**config.mk**
```make
export PLATFORM = sky130hd
export DESIGN_NAME = pnarray_conf_seq_flat
export DESIGN_NICKNAME = d
export VERILOG_FILES = /design/src/rtl/pnarray_conf_seq_if.sv /design/src/rtl/pnarray_conf_seq.sv /design/src/flat_wrapper.sv
export SDC_FILE = /design/constraint.sdc
export NUM_CORES = 1
export LEC_CHECK = 0
export CAP_MARGIN = 10
export CORE_MARGIN = 4
export CORE_UTILIZATION = 59
export DETAILED_ROUTE_END_ITERATION = 12
export GPL_ROUTABILITY_DRIVEN = 1
export GPL_TIMING_DRIVEN = 1
export PLACE_DENSITY = 0.84
export SLEW_MARGIN = 30
export SYNTH_ARGS = -nofsm -noshare
export SYNTH_HDL_FRONTEND = slang
export SYNTH_SLANG_ARGS = --single-unit
```
**constraint.sdc**
```tcl
create_clock -name wb_clk_i -period 12.91 [get_ports wb_clk_i]
set_input_delay 2.582 -clock wb_clk_i [delete_from_list [all_inputs] [get_ports wb_clk_i]]
set_output_delay 2.582 -clock wb_clk_i [all_outputs]
set_load 0.03 [all_outputs]
```
**src/rtl/pnarray_conf_seq_if.sv**
```systemverilog
// Wishbone slave bus between the user-project wrapper and the pnarray configuration sequencer.
// Signal names keep the Caravel wbs_* spelling so the wrapper wiring reads one-to-one.
interface pnarray_conf_seq_if;
  logic        wbs_stb_i;
  logic        wbs_cyc_i;
  logic        wbs_we_i;
  logic [31:0] wbs_adr_i;
  logic [31:0] wbs_dat_i;
  logic        wbs_ack_o;
  logic [31:0] wbs_dat_o;

  modport master (
    output wbs_stb_i, wbs_cyc_i, wbs_we_i, wbs_adr_i, wbs_dat_i,
    input  wbs_ack_o, wbs_dat_o
  );

  modport slave (
    input  wbs_stb_i, wbs_cyc_i, wbs_we_i, wbs_adr_i, wbs_dat_i,
    output wbs_ack_o, wbs_dat_o
  );
endinterface

```
**src/rtl/pnarray_conf_seq.sv**
```systemverilog
// Wishbone-driven sequencer that drives pnarray's configuration pins with glitch-free
// setup / strobe / hold sequences, fed by a small config-word FIFO.
module pnarray_conf_seq #(
  parameter int SETUP = 2,
  parameter int PULSE = 2,
  parameter int DEPTH = 8
) (
  input  logic        wb_clk_i,
  input  logic        wb_rst_n_i,
  pnarray_conf_seq_if.slave wb,
  output logic        arr_enable,
  output logic [7:0]  arr_raddr,
  output logic [7:0]  arr_caddr,
  output logic        arr_reset,
  output logic        arr_confclk,
  output logic        arr_rconfclk,
  output logic [31:0] arr_data_in,
  input  logic [31:0] arr_data_out
);

  localparam int AW = $clog2(DEPTH);
  localparam int CW = AW + 1;

  typedef enum logic [2:0] {S_IDLE, S_SET, S_STRB, S_HOLD, S_NEXT} state_t;
  typedef enum logic [1:0] {OP_SAMPLE, OP_RESET, OP_CONF, OP_RCONF} op_t;

  state_t        state_q, state_d;
  op_t           op_q, op_d;
  logic [7:0]    tmr_q, tmr_d;
  logic [AW-1:0] wr_ptr_q, wr_ptr_d, rd_ptr_q, rd_ptr_d;
  logic [CW-1:0] count_q, count_d;
  logic          ovf_q, ovf_d, cmderr_q, cmderr_d;
  logic [31:0]   sample_q, sample_d;
  logic          ack_q, ack_d;
  logic [31:0]   dat_o_q, dat_o_d;
  logic          arr_enable_q, arr_enable_d;
  logic [7:0]    arr_raddr_q, arr_raddr_d, arr_caddr_q, arr_caddr_d;
  logic          arr_reset_q, arr_reset_d, arr_confclk_q, arr_confclk_d;
  logic          arr_rconfclk_q, arr_rconfclk_d;
  logic [31:0]   arr_data_in_q, arr_data_in_d;

  logic [31:0]   fifo_mem [DEPTH];
  logic          valid, wr, rd, push, pop, full, empty, word_op;
  logic [1:0]    sel;
  op_t           cmd_op;
  logic [31:0]   head, status;

  logic unused_bits;
  assign unused_bits = ^{wb.wbs_adr_i[31:4], wb.wbs_adr_i[1:0],
                         wb.wbs_dat_i[31:24], wb.wbs_dat_i[7:2]};

  always_comb begin
    valid   = wb.wbs_cyc_i & wb.wbs_stb_i;
    ack_d   = valid & ~ack_q;
    wr      = ack_d & wb.wbs_we_i;
    rd      = ack_d & ~wb.wbs_we_i;
    sel     = wb.wbs_adr_i[3:2];
    cmd_op  = op_t'(wb.wbs_dat_i[1:0]);
    full    = (count_q == CW'(DEPTH));
    empty   = (count_q == '0);
    word_op = (op_q == OP_CONF) || (op_q == OP_RCONF);
    head    = fifo_mem[rd_ptr_q];
    status  = {20'h0, 4'(count_q), 3'b000, cmderr_q, ovf_q, empty, full, state_q != S_IDLE};

    state_d        = state_q;
    op_d           = op_q;
    tmr_d          = tmr_q;
    ovf_d          = ovf_q;
    cmderr_d       = cmderr_q;
    sample_d       = sample_q;
    arr_raddr_d    = arr_raddr_q;
    arr_caddr_d    = arr_caddr_q;
    arr_data_in_d  = arr_data_in_q;
    pop            = 1'b0;

    push = wr && (sel == 2'd1) && !full;
    if (wr && (sel == 2'd2)) begin
      ovf_d    = 1'b0;
      cmderr_d = 1'b0;
    end
    if (wr && (sel == 2'd1) && full) ovf_d = 1'b1;
    if (wr && (sel == 2'd0) && (state_q != S_IDLE)) cmderr_d = 1'b1;

    unique case (state_q)
      S_IDLE: begin
        // Word-consuming ops with nothing queued are acknowledged but leave the pins alone.
        if (wr && (sel == 2'd0) &&
            !(((cmd_op == OP_CONF) || (cmd_op == OP_RCONF)) && empty)) begin
          op_d        = cmd_op;
          arr_raddr_d = wb.wbs_dat_i[15:8];
          arr_caddr_d = wb.wbs_dat_i[23:16];
          tmr_d       = '0;
          state_d     = S_SET;
        end
      end
      S_SET: begin
        if (tmr_q == 8'(SETUP - 1)) begin
          tmr_d   = '0;
          state_d = (op_q == OP_SAMPLE) ? S_HOLD : S_STRB;
        end else begin
          tmr_d = tmr_q + 8'd1;
        end
      end
      S_STRB: begin
        if (tmr_q == 8'(PULSE - 1)) begin
          tmr_d   = '0;
          state_d = S_HOLD;
        end else begin
          tmr_d = tmr_q + 8'd1;
        end
      end
      S_HOLD: begin
        if (tmr_q == 8'(SETUP - 1)) begin
          tmr_d   = '0;
          state_d = S_NEXT;
          if (op_q == OP_SAMPLE) sample_d = arr_data_out;
          pop = word_op && !empty;
        end else begin
          tmr_d = tmr_q + 8'd1;
        end
      end
      S_NEXT: begin
        tmr_d   = '0;
        state_d = ((op_q == OP_CONF) && !empty) ? S_SET : S_IDLE;
      end
      default: state_d = S_IDLE;
    endcase

    wr_ptr_d = push ? wr_ptr_q + AW'(1) : wr_ptr_q;
    rd_ptr_d = pop  ? rd_ptr_q + AW'(1) : rd_ptr_q;
    unique case ({push, pop})
      2'b10:   count_d = count_q + CW'(1);
      2'b01:   count_d = count_q - CW'(1);
      default: count_d = count_q;
    endcase

    // Pins follow the state one cycle later, so enable drops only after the strobe is already low.
    arr_enable_d   = (state_q == S_SET) || (state_q == S_STRB) || (state_q == S_HOLD);
    arr_reset_d    = (state_q == S_STRB) && (op_q == OP_RESET);
    arr_confclk_d  = (state_q == S_STRB) && (op_q == OP_CONF);
    arr_rconfclk_d = (state_q == S_STRB) && (op_q == OP_RCONF);
    if ((state_q == S_SET) && word_op) arr_data_in_d = head;

    dat_o_d = '0;
    if (rd) begin
      unique case (sel)
        2'd2:    dat_o_d = status;
        2'd3:    dat_o_d = sample_q;
        default: dat_o_d = '0;
      endcase
    end
  end

  always_ff @(posedge wb_clk_i) begin
    if (!wb_rst_n_i) begin
      state_q        <= S_IDLE;
      op_q           <= OP_SAMPLE;
      tmr_q          <= '0;
      wr_ptr_q       <= '0;
      rd_ptr_q       <= '0;
      count_q        <= '0;
      ovf_q          <= 1'b0;
      cmderr_q       <= 1'b0;
      sample_q       <= '0;
      ack_q          <= 1'b0;
      dat_o_q        <= '0;
      arr_enable_q   <= 1'b0;
      arr_raddr_q    <= '0;
      arr_caddr_q    <= '0;
      arr_reset_q    <= 1'b0;
      arr_confclk_q  <= 1'b0;
      arr_rconfclk_q <= 1'b0;
      arr_data_in_q  <= '0;
    end else begin
      state_q        <= state_d;
      op_q           <= op_d;
      tmr_q          <= tmr_d;
      wr_ptr_q       <= wr_ptr_d;
      rd_ptr_q       <= rd_ptr_d;
      count_q        <= count_d;
      ovf_q          <= ovf_d;
      cmderr_q       <= cmderr_d;
      sample_q       <= sample_d;
      ack_q          <= ack_d;
      dat_o_q        <= dat_o_d;
      arr_enable_q   <= arr_enable_d;
      arr_raddr_q    <= arr_raddr_d;
      arr_caddr_q    <= arr_caddr_d;
      arr_reset_q    <= arr_reset_d;
      arr_confclk_q  <= arr_confclk_d;
      arr_rconfclk_q <= arr_rconfclk_d;
      arr_data_in_q  <= arr_data_in_d;
    end
  end

  always_ff @(posedge wb_clk_i) begin
    if (push) fifo_mem[wr_ptr_q] <= wb.wbs_dat_i;
  end

  assign wb.wbs_ack_o = ack_q;
  assign wb.wbs_dat_o = dat_o_q;
  assign arr_enable   = arr_enable_q;
  assign arr_raddr    = arr_raddr_q;
  assign arr_caddr    = arr_caddr_q;
  assign arr_reset    = arr_reset_q;
  assign arr_confclk  = arr_confclk_q;
  assign arr_rconfclk = arr_rconfclk_q;
  assign arr_data_in  = arr_data_in_q;

endmodule

```
**src/flat_wrapper.sv**
```systemverilog
// flat-port wrapper written by rule: the top's interface ports become plain ports
module pnarray_conf_seq_flat 
#(
  parameter int SETUP = 2,
  parameter int PULSE = 2,
  parameter int DEPTH = 8
)
  (wb_clk_i, wb_rst_n_i, arr_enable, arr_raddr, arr_caddr, arr_reset, arr_confclk, arr_rconfclk, arr_data_in, arr_data_out, wb_wbs_stb_i, wb_wbs_cyc_i, wb_wbs_we_i, wb_wbs_adr_i, wb_wbs_dat_i, wb_wbs_ack_o, wb_wbs_dat_o);
  pnarray_conf_seq_if wb_i ();
  input  logic wb_clk_i;
  input  logic wb_rst_n_i;
  output logic arr_enable;
  output logic [7:0] arr_raddr;
  output logic [7:0] arr_caddr;
  output logic arr_reset;
  output logic arr_confclk;
  output logic arr_rconfclk;
  output logic [31:0] arr_data_in;
  input  logic [31:0] arr_data_out;
  input wire logic [$bits(wb_i.wbs_stb_i)-1:0] wb_wbs_stb_i;
  input wire logic [$bits(wb_i.wbs_cyc_i)-1:0] wb_wbs_cyc_i;
  input wire logic [$bits(wb_i.wbs_we_i)-1:0] wb_wbs_we_i;
  input wire logic [$bits(wb_i.wbs_adr_i)-1:0] wb_wbs_adr_i;
  input wire logic [$bits(wb_i.wbs_dat_i)-1:0] wb_wbs_dat_i;
  output wire logic [$bits(wb_i.wbs_ack_o)-1:0] wb_wbs_ack_o;
  output wire logic [$bits(wb_i.wbs_dat_o)-1:0] wb_wbs_dat_o;
  assign wb_i.wbs_stb_i = wb_wbs_stb_i;
  assign wb_i.wbs_cyc_i = wb_wbs_cyc_i;
  assign wb_i.wbs_we_i = wb_wbs_we_i;
  assign wb_i.wbs_adr_i = wb_wbs_adr_i;
  assign wb_i.wbs_dat_i = wb_wbs_dat_i;
  assign wb_wbs_ack_o = wb_i.wbs_ack_o;
  assign wb_wbs_dat_o = wb_i.wbs_dat_o;
  pnarray_conf_seq #(.SETUP(SETUP), .PULSE(PULSE), .DEPTH(DEPTH)) u_core (.wb_clk_i(wb_clk_i), .wb_rst_n_i(wb_rst_n_i), .wb(wb_i), .arr_enable(arr_enable), .arr_raddr(arr_raddr), .arr_caddr(arr_caddr), .arr_reset(arr_reset), .arr_confclk(arr_confclk), .arr_rconfclk(arr_rconfclk), .arr_data_in(arr_data_in), .arr_data_out(arr_data_out));
endmodule
```
After elaboration in Yosys (flattened, before gate mapping)
Memory sizes are Yosys's and may differ from the RTL's. A register that Yosys moved wholly into a read port is not among the register bits. Cells that the tools add are included.

Add/sub/neg operators: 5. Eq/ne operators: 20. Multiplexer cells: 19. Bitwise logic cells: 6. Reduce and logical (&&, ||, !) cells: 37.

Operators with widths (number): case mux 32 bit (2 select lines) (1); case mux 8 bit (3 select lines) (1); 2-to-1 mux 8 bit (2); case mux 3 bit (5 select lines) (1); equality test 2 bit, second input constant (7); logical AND 1 bit (14); 2-to-1 mux 3 bit (4); 2-to-1 mux 1 bit (9); adder 8 x 1 -> 8 bit, second input constant (1); equality test 8 x 1 -> 1 bit, second input constant (1); inequality test 2 x 1 -> 1 bit, second input constant (4); case mux 4 bit (2 select lines) (1); adder 3 x 1 -> 3 bit, second input constant (2); equality test 2 x 1 -> 1 bit, second input constant (3); equality test 3 x 2 -> 1 bit, second input constant (2); AND reduction 2 bit (3); nonzero test 2 bit (3); nonzero test 3 bit (2); adder 4 x 1 -> 4 bit, second input constant (1); AND 1 bit (4); equality test 4 bit, second input constant (1); logical NOT 1 bit (4); logical NOT 2 bit (2); logical NOT 4 bit (1); 9 further kinds (13).

Flip-flop bits (word level): 110. Memory bits (writable): 256. Bits of input ports: 101. Word-level logic and storage cells: 105. Memories: 1.

Memory list: u_core.fifo_mem (words 8, width 32, read ports 1, clocked after Yosys merged registers in 1, wr ports 1, RTL line pnarray_conf_seq.sv:42) `logic [31:0] fifo_mem [DEPTH];`.

Longest topological paths before layout
Gate-level depths: netlist (run 1).

Depth after elaboration: 7. Mapped depth: 12. Depth with buffers taken out: 12.

Worst setup path before layout (run 1)
No wires, ideal clock.

Path type: input port to flip-flop. Start point: in wb_wbs_cyc_i. End point: mem u_core.fifo_mem[0][0], enable pin. Arrival time: 5651 ps. Path slack: 6798 ps. Cell stages on the path: 4. Buffers on the path: 0. Path through: nand4b_2 > nor4_2 > nand2b_1 > nor3_1.

Cells in the longest elaborated chain, start to end: 7.

RTL lines: start, declared (RTL line flat_wrapper.sv:21) `input wire logic [$bits(wb_i.wbs_cyc_i)-1:0] wb_wbs_cyc_i;`; AND 1 bit (RTL line pnarray_conf_seq.sv:53) `valid = wb.wbs_cyc_i & wb.wbs_stb_i;`; AND 1 bit (RTL line pnarray_conf_seq.sv:54) `ack_d = valid & ~ack_q;`; AND 1 bit (RTL line pnarray_conf_seq.sv:55) `wr = ack_d & wb.wbs_we_i;`; logical AND 1 bit (2 in a row) (RTL line pnarray_conf_seq.sv:76) `push = wr && (sel == 2'd1) && !full;`; 2-to-1 mux 1 bit (RTL line pnarray_conf_seq.sv:197) `if (push) fifo_mem[wr_ptr_q] <= wb.wbs_dat_i;`; 2-to-1 mux 1 bit (not written as such) (RTL line pnarray_conf_seq.sv:197); end, declared (RTL line pnarray_conf_seq.sv:42).

Every way passes these cells.

Worst setup path in the final report (run 1)
Start point: in wb_wbs_adr_i[2]. End point: reg u_core.count_q[3].

Cells in the longest elaborated chain, start to end: 5. Elaborated cells on any way between the ends: 7. Those cells by class: 3 x eq/ne; 1 x mux; 3 x reduce/logical.

RTL lines: start, declared (RTL line flat_wrapper.sv:23) `input wire logic [$bits(wb_i.wbs_adr_i)-1:0] wb_wbs_adr_i;`; equality test 2 x 1 -> 1 bit * (RTL line pnarray_conf_seq.sv:76); logical AND 1 bit * (2 in a row) (RTL line pnarray_conf_seq.sv:76); equality test 2 x 1 -> 1 bit or equality test 2 bit (tied branches) (RTL line pnarray_conf_seq.sv:131) `unique case ({push, pop})`; case mux 4 bit (2 select lines) or nonzero test 2 bit (tied branches); end signal, assigned (RTL line pnarray_conf_seq.sv:180) `count_q <= count_d;`; end, declared (RTL line pnarray_conf_seq.sv:31) `logic [CW-1:0] count_q, count_d;`.

Every way passes the cells marked *; elsewhere a longest branch is shown, timed or not. A chain may end at the register's enable or synchronous reset.

==> results of run 1 <==
stage by stage:
stage | util, % | hold slack (ns)
after detailed placement | 68.3 | 0.443
final | 73.3 | 0.452
after global placement | 68.1 | 0.433
after floorplan | - | 0.430
after global routing | 73.3 | 0.466
after CTS | 73.3 | 0.452
placed cells by master (no fill, tap or decap), drive strengths merged, types with 13 or more instances in the layout:
master / instances
a21oi: 14
and2: 24
buf: 19
clkbuf: 55
clkdlybuf4s50: 154
clkinv: 13
dfxtp: 142
edfxtp: 256
mux2i: 42
mux4: 64
nand2: 40
nand3: 22
nor2: 95
o21ai: 52
o22ai: 32
final timing paths:
path / start / endpoint / slack (ns) / cells after the start
worst max register to register: u_core.tmr_q[0] / u_core.count_q[3] / 9.88 / 10
worst min register to register: u_core.sample_q[22] / u_core.wb.wbs_dat_o[22] / 0.45 / 1
worst min-delay path: u_core.sample_q[22] / u_core.wb.wbs_dat_o[22] / 0.45 / 1
worst max-delay path: wb_wbs_adr_i[2] / u_core.count_q[3] / 7.52 / 10
final cells by class:
| cell class | count | area [um^2] | area share, % |
|---|---|---|---|
| multi-input combinational | 461 | 3980 | 22.3 |
| inverter | 7 | 26.3 | 0.147 |
| tap | 324 | 405 | 2.27 |
| timing repair buffer | 173 | 1720 | 9.64 |
| clock inverter | 17 | 100 | 0.560 |
| clock buffer | 55 | 1100 | 6.14 |
| sequential | 398 | 10500 | 59.0 |
worst reg2reg max path, stage by stage (launching register included):
cell,delay [ns]
dfxtp_1,0.40
ha_1,0.18
nor4b_4,0.41
nand2_1,0.13
nor4b_1,0.41
ha_1,0.26
ha_1,0.28
a21oi_1,0.19
a21oi_1,0.10
or4_1,0.46
a21oi_1,0.14
per-layer routing:
metal  global-route usage, %  share of wire, %  vias to the layer above
li1                        -                 -                     3821
met1                    29.9                39                     4261
met2                    38.5                49                      330
met3                    7.19               8.9                       62
met4                    6.13               2.1                        0
met5                       0                 0                        -
flip-flops by register name (all words and copies together) (netlist names), 2 cells and up:
signal / flops
u_core.count_q: 4
u_core.sample_q: 32
u_core.tmr_q: 8
u_core.arr_data_in: 32
u_core.arr_raddr: 8
u_core.wb.wbs_dat_o: 32
u_core.fifo_mem: 256
u_core.arr_caddr: 8
u_core.state_q: 3
u_core.wr_ptr_q: 3
u_core.rd_ptr_q: 3
u_core.op_q: 2
cell usage after synthesis (6+ instances only):
cell and number:
o22ai_1 32, a21oi_1 14, nor2_1 95, nand2_1 40
mux4_2 64, o21ai_2 12, nand2b_1 11, buf_2 14
inv_1 6, ha_1 7, dfxtp_1 142, o21ai_0 40
clkbuf_1 30, nand3_1 20, and2_1 24, mux2i_1 42
edfxtp_1 256
power groups by stage:
| stage | combinational [mW] | sequential [mW] | clock, mW |
|---|---|---|---|
| 3_3_place_gp | 0.0505 | 1.38 | 0 |
| 4_1_cts | 0.0524 | 1.36 | 1.07 |
| 3_5_place_dp | 0.0519 | 1.38 | 0 |
| 2_1_floorplan | 0.0134 | 1.38 | 0 |
| 5_1_grt | 0.0565 | 1.35 | 1.13 |
| 6_report | 0.0524 | 1.36 | 1.06 |
kinds of logic after synthesis:
group                      after synthesis  synth area share (%)
buffers and inverters                   55                  1.68
adders and majority gates                8                 0.732
xor gates and xnor gates                 8                 0.476
and+or+nand+nor                        224                  7.73
AOI/OAI and AO/OA                      114                  5.04
DFF                                    398                  71.6
muxes                                  107                  12.7
==> results.yml, run 1 <==
yosys:
  postSynth.asyncResetShare_pct: 0
  yosysSeqAreaShare_pct: 71.6
  synth.area.top_cells: "edfxtp_1, dfxtp_1, mux4_2"
  synth_edf_count: 256
  ys_warn_count: 0
  yosysTopAreaCell: "edfxtp_1"
  avgSynthCellArea_um2: 16.1
  synth_fp_nets: 1023
  synthCells: 914
  ys_ff_latch: 398
  syn_area_um2: 14700
  synth_ff_type: "edfxtp_1"
  synth_cell_types: 56
  yosysTopAreaCellShare_pct: 52.3
floorplanning:
  rows: 57
  die_area_um2: 27500
  ios: 186
  core-area_um2: 24400
  start_util_pct: 60.3
  die_w_um: 166
  dieHeight_um: 166
critical_path:
  critPathMaxStageDelay_ns: 0.84
  end_kind: "flip-flop"
  path_buf_inv: 3
  slowest_stage: "clkdlybuf4s50_1"
  cp-start-kind: "input pin"
  cp.arrival_ns: 5.84
  crit_fanout: 13
  cp.required_ns: 13.36
  crit_chain: "clkdlybuf4s50_1, inv_1, nor4_2, inv_1, ha_1, ha_1, a21oi_1, a21oi_1, or4_1, a21oi_1"
  cp_common_cell: "a21oi_1"
  critical_path.top_delay_family: "buffers and inverters"
  worst-setup-path-type: "input pin to flip-flop"
timing:
  fmax_ghz: 0.186
  timing.final.ws_setup_ns: 7.52
  setup_viol: 0
  tns_ns: 0
  slew_headroom_pct: 41.0
  clock_skew_ns: 0.0167
  worst_pin_slew_ns: 0.885
  hold_violations: 0
  finalCritPeriodShare_pct: 41.8
  drv_slew: 0
  fin_crit_ns: 5.39
  rsz0062_at_grt: "false"
power:
  p_comb_share_pct: 2.1
  switchingPower_mw: 0.489
  internal_power_mw: 1.97
  seq_power_share_pct: 55.0
  cellLeakagePower_nw: 6.13
  p_clk_share_pct: 42.9
  power.density_nw_per_um2: 138
  power.total_mw: 2.46
  p_sw_share_pct: 19.8
  ir_drop_mv: 0.116
route:
  routed_wl_mm: 32.0
  drc: 0
  via_per_inst: 5.91
  ant_nets: 0
  drt_iter0_drc: 589
  drt_pass1_iterations: 5
  dr_total_vias: 8474
  wl_per_cell_um: 22.3
cts:
  cts_buffer_depth: 3
  root_buffer: "clkbuf_16"
  cts.htree.levels: 2
  worstSkewPairLatency_ns: 0.52
  clk_pin_slew_ns: 0.06
  cts_resized: 0
  cts.sinks: 398
  numCtsBuffers: 39
  hold_buffers: 0
  cts_setup_buffers: 0
  tritoncts: "done"
placement:
  pre_cts_ws_ns: 7.00
  dpl-instance-area_um2: 16700
  hpwlAfterDp_mm: 17.6
  io_buffers: 155
  gp_congestion: 0.757
  dp.cells: 1363
global_routing:
  grt_pass1_wl_mm: 50.3
  gr-total-overflow: 0
  gr-usage-all-layers_pct: 23.1
  antenna_found_initial: 0
  grt_pass1_vias: 8884
  grt_start_max_net_pins: 79
cells_and_area:
  area_growth_syn_to_layout_pct: 21.5
  drive_gt1_share_pct: 15.8
  fill_cells: 1504
  nets: 1189
  fin_area_um2: 17900
  final_cells: 1435
  diodes: 0
outcome:
  status: "finished, final reports clean"
worst_hold_path:
  hp-class: "flip-flop to flip-flop"
run:
  drv_cap: 0
Note: power is estimated with default switching activity, not from simulation.
==> inputs of run 2 (changes only) <==
--- a/config.mk
+++ b/config.mk
@@ -7,11 +7,11 @@
 export LEC_CHECK = 0
 export CAP_MARGIN = 10
 export CORE_MARGIN = 4
-export CORE_UTILIZATION = 59
+export CORE_UTILIZATION = 55
 export DETAILED_ROUTE_END_ITERATION = 12
 export GPL_ROUTABILITY_DRIVEN = 1
 export GPL_TIMING_DRIVEN = 1
-export PLACE_DENSITY = 0.84
+export PLACE_DENSITY = 0.79
 export SLEW_MARGIN = 30
 export SYNTH_ARGS = -nofsm -noshare
 export SYNTH_HDL_FRONTEND = slang
==> constraint.sdc (replaced) <==
create_clock -name wb_clk_i -period 5.1 [get_ports wb_clk_i]
set_input_delay 1.02 -clock wb_clk_i [delete_from_list [all_inputs] [get_ports wb_clk_i]]
set_output_delay 1.02 -clock wb_clk_i [all_outputs]
set_load 0.03 [all_outputs]
==> results.yml, run 2 (synthesis gave the netlist of run 1 again) <==
outcome:
  status: "finished, final reports clean"
route:
  drc: 0
  ant_nets: 0
  dr_total_vias: 8401
  via_per_inst: 5.80
  wl_per_cell_um: 21.8
  drt_iter0_drc: 714
  routed_wl_mm: 31.6
  drt_pass1_iterations: 5
cells_and_area:
  fill_cells: 1723
  diodes: 0
  mostFrequentLayoutCells: "edfxtp_1, clkdlybuf4s50_1, dfxtp_1, nor2_1, mux4_2"
  final_cells: 1449
  area_growth_syn_to_layout_pct: 22.0
  fin_area_um2: 17900
  drive_gt1_share_pct: 16.0
  largest_register_ff_count: 256
  largest-register: "u_core.fifo_mem"
  nets: 1192
  fin_util_pct: 68.5
  layout_commonest_cell: "edfxtp_1"
cts:
  cts_resized: 0
  clk_pin_slew_ns: 0.06
  root_buffer: "clkbuf_16"
  cts_buffer_depth: 3
  tritoncts: "done"
  cts.sinks: 398
  cts.htree.levels: 2
  worstSkewPairLatency_ns: 0.53
  numCtsBuffers: 39
  cts_setup_buffers: 0
  hold_buffers: 0
critical_path:
  reg2reg_slack_ns: 2.08
  cp-start-kind: "input pin"
  cp.arrival_ns: 3.98
  worst-setup-path-type: "input pin to flip-flop"
  end_kind: "flip-flop"
  cp.required_ns: 5.55
  crit_fanout: 13
timing:
  fin_crit_ns: 3.53
  hold_violations: 0
  tns_ns: 0
  slew_headroom_pct: 51.5
  finalCritPeriodShare_pct: 69.2
  clock_skew_ns: 0.0208
  worst_pin_slew_ns: 0.723
  finalHoldWorstSlack_ns: 0.455
  setup_viol: 0
  drv_slew: 0
  fmax_ghz: 0.283
  rsz0062_at_grt: "false"
placement:
  dp.cells: 1377
  gp_congestion: 0.788
  dpl-instance-area_um2: 16700
  hpwlAfterDp_mm: 18.2
  io_buffers: 155
power:
  cellLeakagePower_nw: 6.17
  ir_drop_mv: 0.247
  power.density_nw_per_um2: 352
floorplanning:
  start_util_pct: 56.1
  die_area_um2: 29400
  dieHeight_um: 172
  rows: 59
  ios: 186
  die_w_um: 172
  core-area_um2: 26200
global_routing:
  grt_pass1_vias: 8760
  grt_pass1_wl_mm: 49.7
  grtUsageMet3_pct: 5.45
  grt_start_max_net_pins: 56
  gr-usage-all-layers_pct: 21.9
  gr-total-overflow: 0
  grtUsageMet2_pct: 35.7
  antenna_found_initial: 0
  top_usage_layer: "met2"
  grt_use_met1_pct: 30.5
worst_hold_path:
  hp-class: "flip-flop to flip-flop"
run:
  drv_cap: 0
run 2: cell types whose count changed in the layout (fill, tap and decap cells not counted), sizes merged:
cell	delta
buf	+3
bufinv	+2
clkbuf	+1
clkinv	-1
clkinvlp	-3
inv	+1
run 2: worst paths after layout:
path	end	from	depth (start not counted)
worst max register to register	u_core.count_q[3]	u_core.tmr_q[0]	10
worst min-delay path	u_core.wb.wbs_dat_o[26]	u_core.sample_q[26]	1
worst max-delay path	u_core.count_q[3]	wb_wbs_adr_i[2]	11
worst min register to register	u_core.wb.wbs_dat_o[26]	u_core.sample_q[26]	1
run 2: worst max-delay path, cell delays in order:
cell and delay [ns]:
clkdlybuf4s50_1 0.45, buf_4 0.21, inv_1 0.14, nor4_2 0.55
inv_1 0.10, ha_1 0.23, ha_1 0.34, a21oi_1 0.20
a21oi_1 0.10, or4_1 0.47, a21oi_1 0.16
run 2: final cells by class:
| type | instances | area [um^2] | area share (%) |
|---|---|---|---|
| inverter | 7 | 26.3 | 0.146 |
| clock inverter | 16 | 134 | 0.746 |
| tap | 335 | 419 | 2.34 |
| sequential | 398 | 10500 | 58.7 |
| multi-input combinational | 461 | 3980 | 22.2 |
| timing repair buffer | 176 | 1750 | 9.78 |
| clock buffer | 56 | 1080 | 6.05 |
run 2: power by group:
part | internal [mW] | leakage (nW) | total (mW) | switching, mW
combinational | 0.0613 | 2.12 | 0.135 | 0.0740
sequential | 3.43 | 3.45 | 3.43 | 0.00287
clock | 1.59 | 0.602 | 2.75 | 1.16
total | 5.08 | 6.17 | 6.32 | 1.24
run 2: routing by layer:
metal / wire length [um] / vias up
met5: 0 / -
met4: 369 / 0
met3: 2500 / 37
met2: 15700 / 325
met1: 13000 / 4221
li1: - / 3818
run 2: through the flow:
stage	setup slack, ns	power [mW]
finish	1.57	6.32
detailed placement	1.05	3.63
global placement	1.12	3.63
CTS	1.59	6.37
floorplan	0.550	3.54
global route	1.34	6.52
==> inputs of run 3 (changes only) <==
==> constraint.sdc (replaced) <==
create_clock -name wb_clk_i -period 3.55 [get_ports wb_clk_i]
set_input_delay 0.71 -clock wb_clk_i [delete_from_list [all_inputs] [get_ports wb_clk_i]]
set_output_delay 0.71 -clock wb_clk_i [all_outputs]
set_load 0.03 [all_outputs]
==> results.yml, run 3 (synthesis gave the netlist of run 1 again) <==
floorplanning:
  core-area_um2: 26200
  start_util_pct: 56.1
  die_w_um: 172
  ios: 186
  rows: 59
  dieHeight_um: 172
  die_area_um2: 29400
timing:
  worst_pin_slew_ns: 0.729
  tns_ns: 0
  fin_crit_ns: 3.00
  timing.final.ws_setup_ns: 0.549
  finalHoldWorstSlack_ns: 0.457
  rsz0062_at_grt: "false"
  clock_skew_ns: 0.0186
  finalCritPeriodShare_pct: 84.5
  hold_violations: 0
  fmax_ghz: 0.333
  slew_headroom_pct: 50.7
  drv_slew: 0
  setup_viol: 0
cells_and_area:
  largest-register: "u_core.fifo_mem"
  fin_util_pct: 68.9
  largest_register_ff_count: 256
  layout_commonest_cell: "edfxtp_1"
  final_cells: 1455
  fin_area_um2: 18000
  fill_cells: 1690
  mostFrequentLayoutCells: "edfxtp_1, clkdlybuf4s50_1, dfxtp_1, nor2_1, mux4_2"
  regArea_um2: 10500
  area_growth_syn_to_layout_pct: 22.7
  multi_input_area_um2: 4000
  diodes: 0
  nets: 1200
  drive_gt1_share_pct: 16.3
power:
  power.total_mw: 8.99
  power.density_nw_per_um2: 498
  ir_drop_mv: 0.349
  seq_power_share_pct: 54.8
  internal_power_mw: 7.25
  cellLeakagePower_nw: 6.19
  p_comb_share_pct: 2.2
  switchingPower_mw: 1.73
  p_clk_share_pct: 43.0
  p_sw_share_pct: 19.3
placement:
  pre_cts_ws_ns: 0.252
  dpl-instance-area_um2: 16900
  gp_congestion: 0.778
  io_buffers: 155
  dp.cells: 1385
  hpwlAfterDp_mm: 18.1
worst_hold_path:
  hp-class: "flip-flop to flip-flop"
  worstHoldPathCells: 1
route:
  routed_wl_mm: 31.3
  wl_per_cell_um: 21.5
  via_per_inst: 5.80
  dr_total_vias: 8439
  drc: 0
  ant_nets: 0
  drt_iter0_drc: 676
  drt_pass1_iterations: 5
global_routing:
  grtUsageMet3_pct: 5.61
  gr-total-overflow: 0
  grt_pass1_wl_mm: 49.3
  antenna_found_initial: 0
  grtUsageMet2_pct: 35.7
  grt_pass1_vias: 8616
  grt_use_met1_pct: 29.4
  grt_start_max_net_pins: 52
  top_usage_layer: "met2"
  gr-usage-all-layers_pct: 21.6
outcome:
  status: "finished, final reports clean"
cts:
  numCtsBuffers: 39
  cts.sinks: 398
  hold_buffers: 0
  cts.htree.levels: 2
  clk_pin_slew_ns: 0.06
  cts_buffer_depth: 3
  cts_setup_buffers: 0
  worstSkewPairLatency_ns: 0.52
  root_buffer: "clkbuf_16"
  cts_resized: 0
  tritoncts: "done"
critical_path:
  worst-setup-path-type: "flip-flop to flip-flop"
  end_kind: "flip-flop"
  cp-start-kind: "flip-flop"
  cp.arrival_ns: 3.46
  reg2regPathDepth: 11
  cp.required_ns: 4.01
  crit_fanout: 7
run:
  drv_cap: 0
## run 3: changes by cell type in the layout (fill, tap and decap cells not counted), moves of 2 or more
cell / before / now
inv_6: 3 / 1
clkbuf_1: 11 / 16
nor3_4: 0 / 2
clkinv_1: 7 / 3
buf_4: 17 / 20
buf_12: 4 / 9
nor3_2: 3 / 1
## run 3: worst paths after layout
kind                        from                       to  slack (ns)
min reg2reg  u_core.sample_q[29]  u_core.wb.wbs_dat_o[29]        0.46
min          u_core.sample_q[29]  u_core.wb.wbs_dat_o[29]        0.46
max reg2reg      u_core.tmr_q[0]        u_core.count_q[3]        0.55
max              u_core.tmr_q[0]        u_core.count_q[3]        0.55
## run 3: worst max-delay path, cell delays in order, from the launching register on
cell	delay [ns]
dfxtp_1	0.40
ha_1	0.19
nor4b_4	0.18
buf_4	0.18
nand2_1	0.07
nor4b_1	0.43
ha_1	0.29
ha_1	0.29
a21oi_1	0.20
a21oi_1	0.11
or4_1	0.47
a21oi_1	0.14
## run 3: per-layer routing
layer  share of wire [%]  vias to the layer above
met5                   0                        -
met4                 1.7                        0
met3                 8.1                       45
met2                  50                      312
met1                  40                     4251
li1                    -                     3831
## run 3: final cells by class
type                    instances  area share (%)
flip-flops and latches        398            58.4
inverters                       7           0.146
clock inverters                10           0.423
clock buffers                  60            6.18
well taps                     335            2.32
repair buffers                184            10.4
multi-input cells             461            22.1
## run 3: power groups by stage
stage / combinational (mW) / clock, mW / sequential, mW
2_1_floorplan: 0.0487 / 0 / 5.03
3_5_place_dp: 0.195 / 0 / 5.03
6_report: 0.197 / 3.86 / 4.93
5_1_grt: 0.212 / 4.16 / 4.93
4_1_cts: 0.196 / 3.95 / 4.93
3_3_place_gp: 0.188 / 0 / 5.03
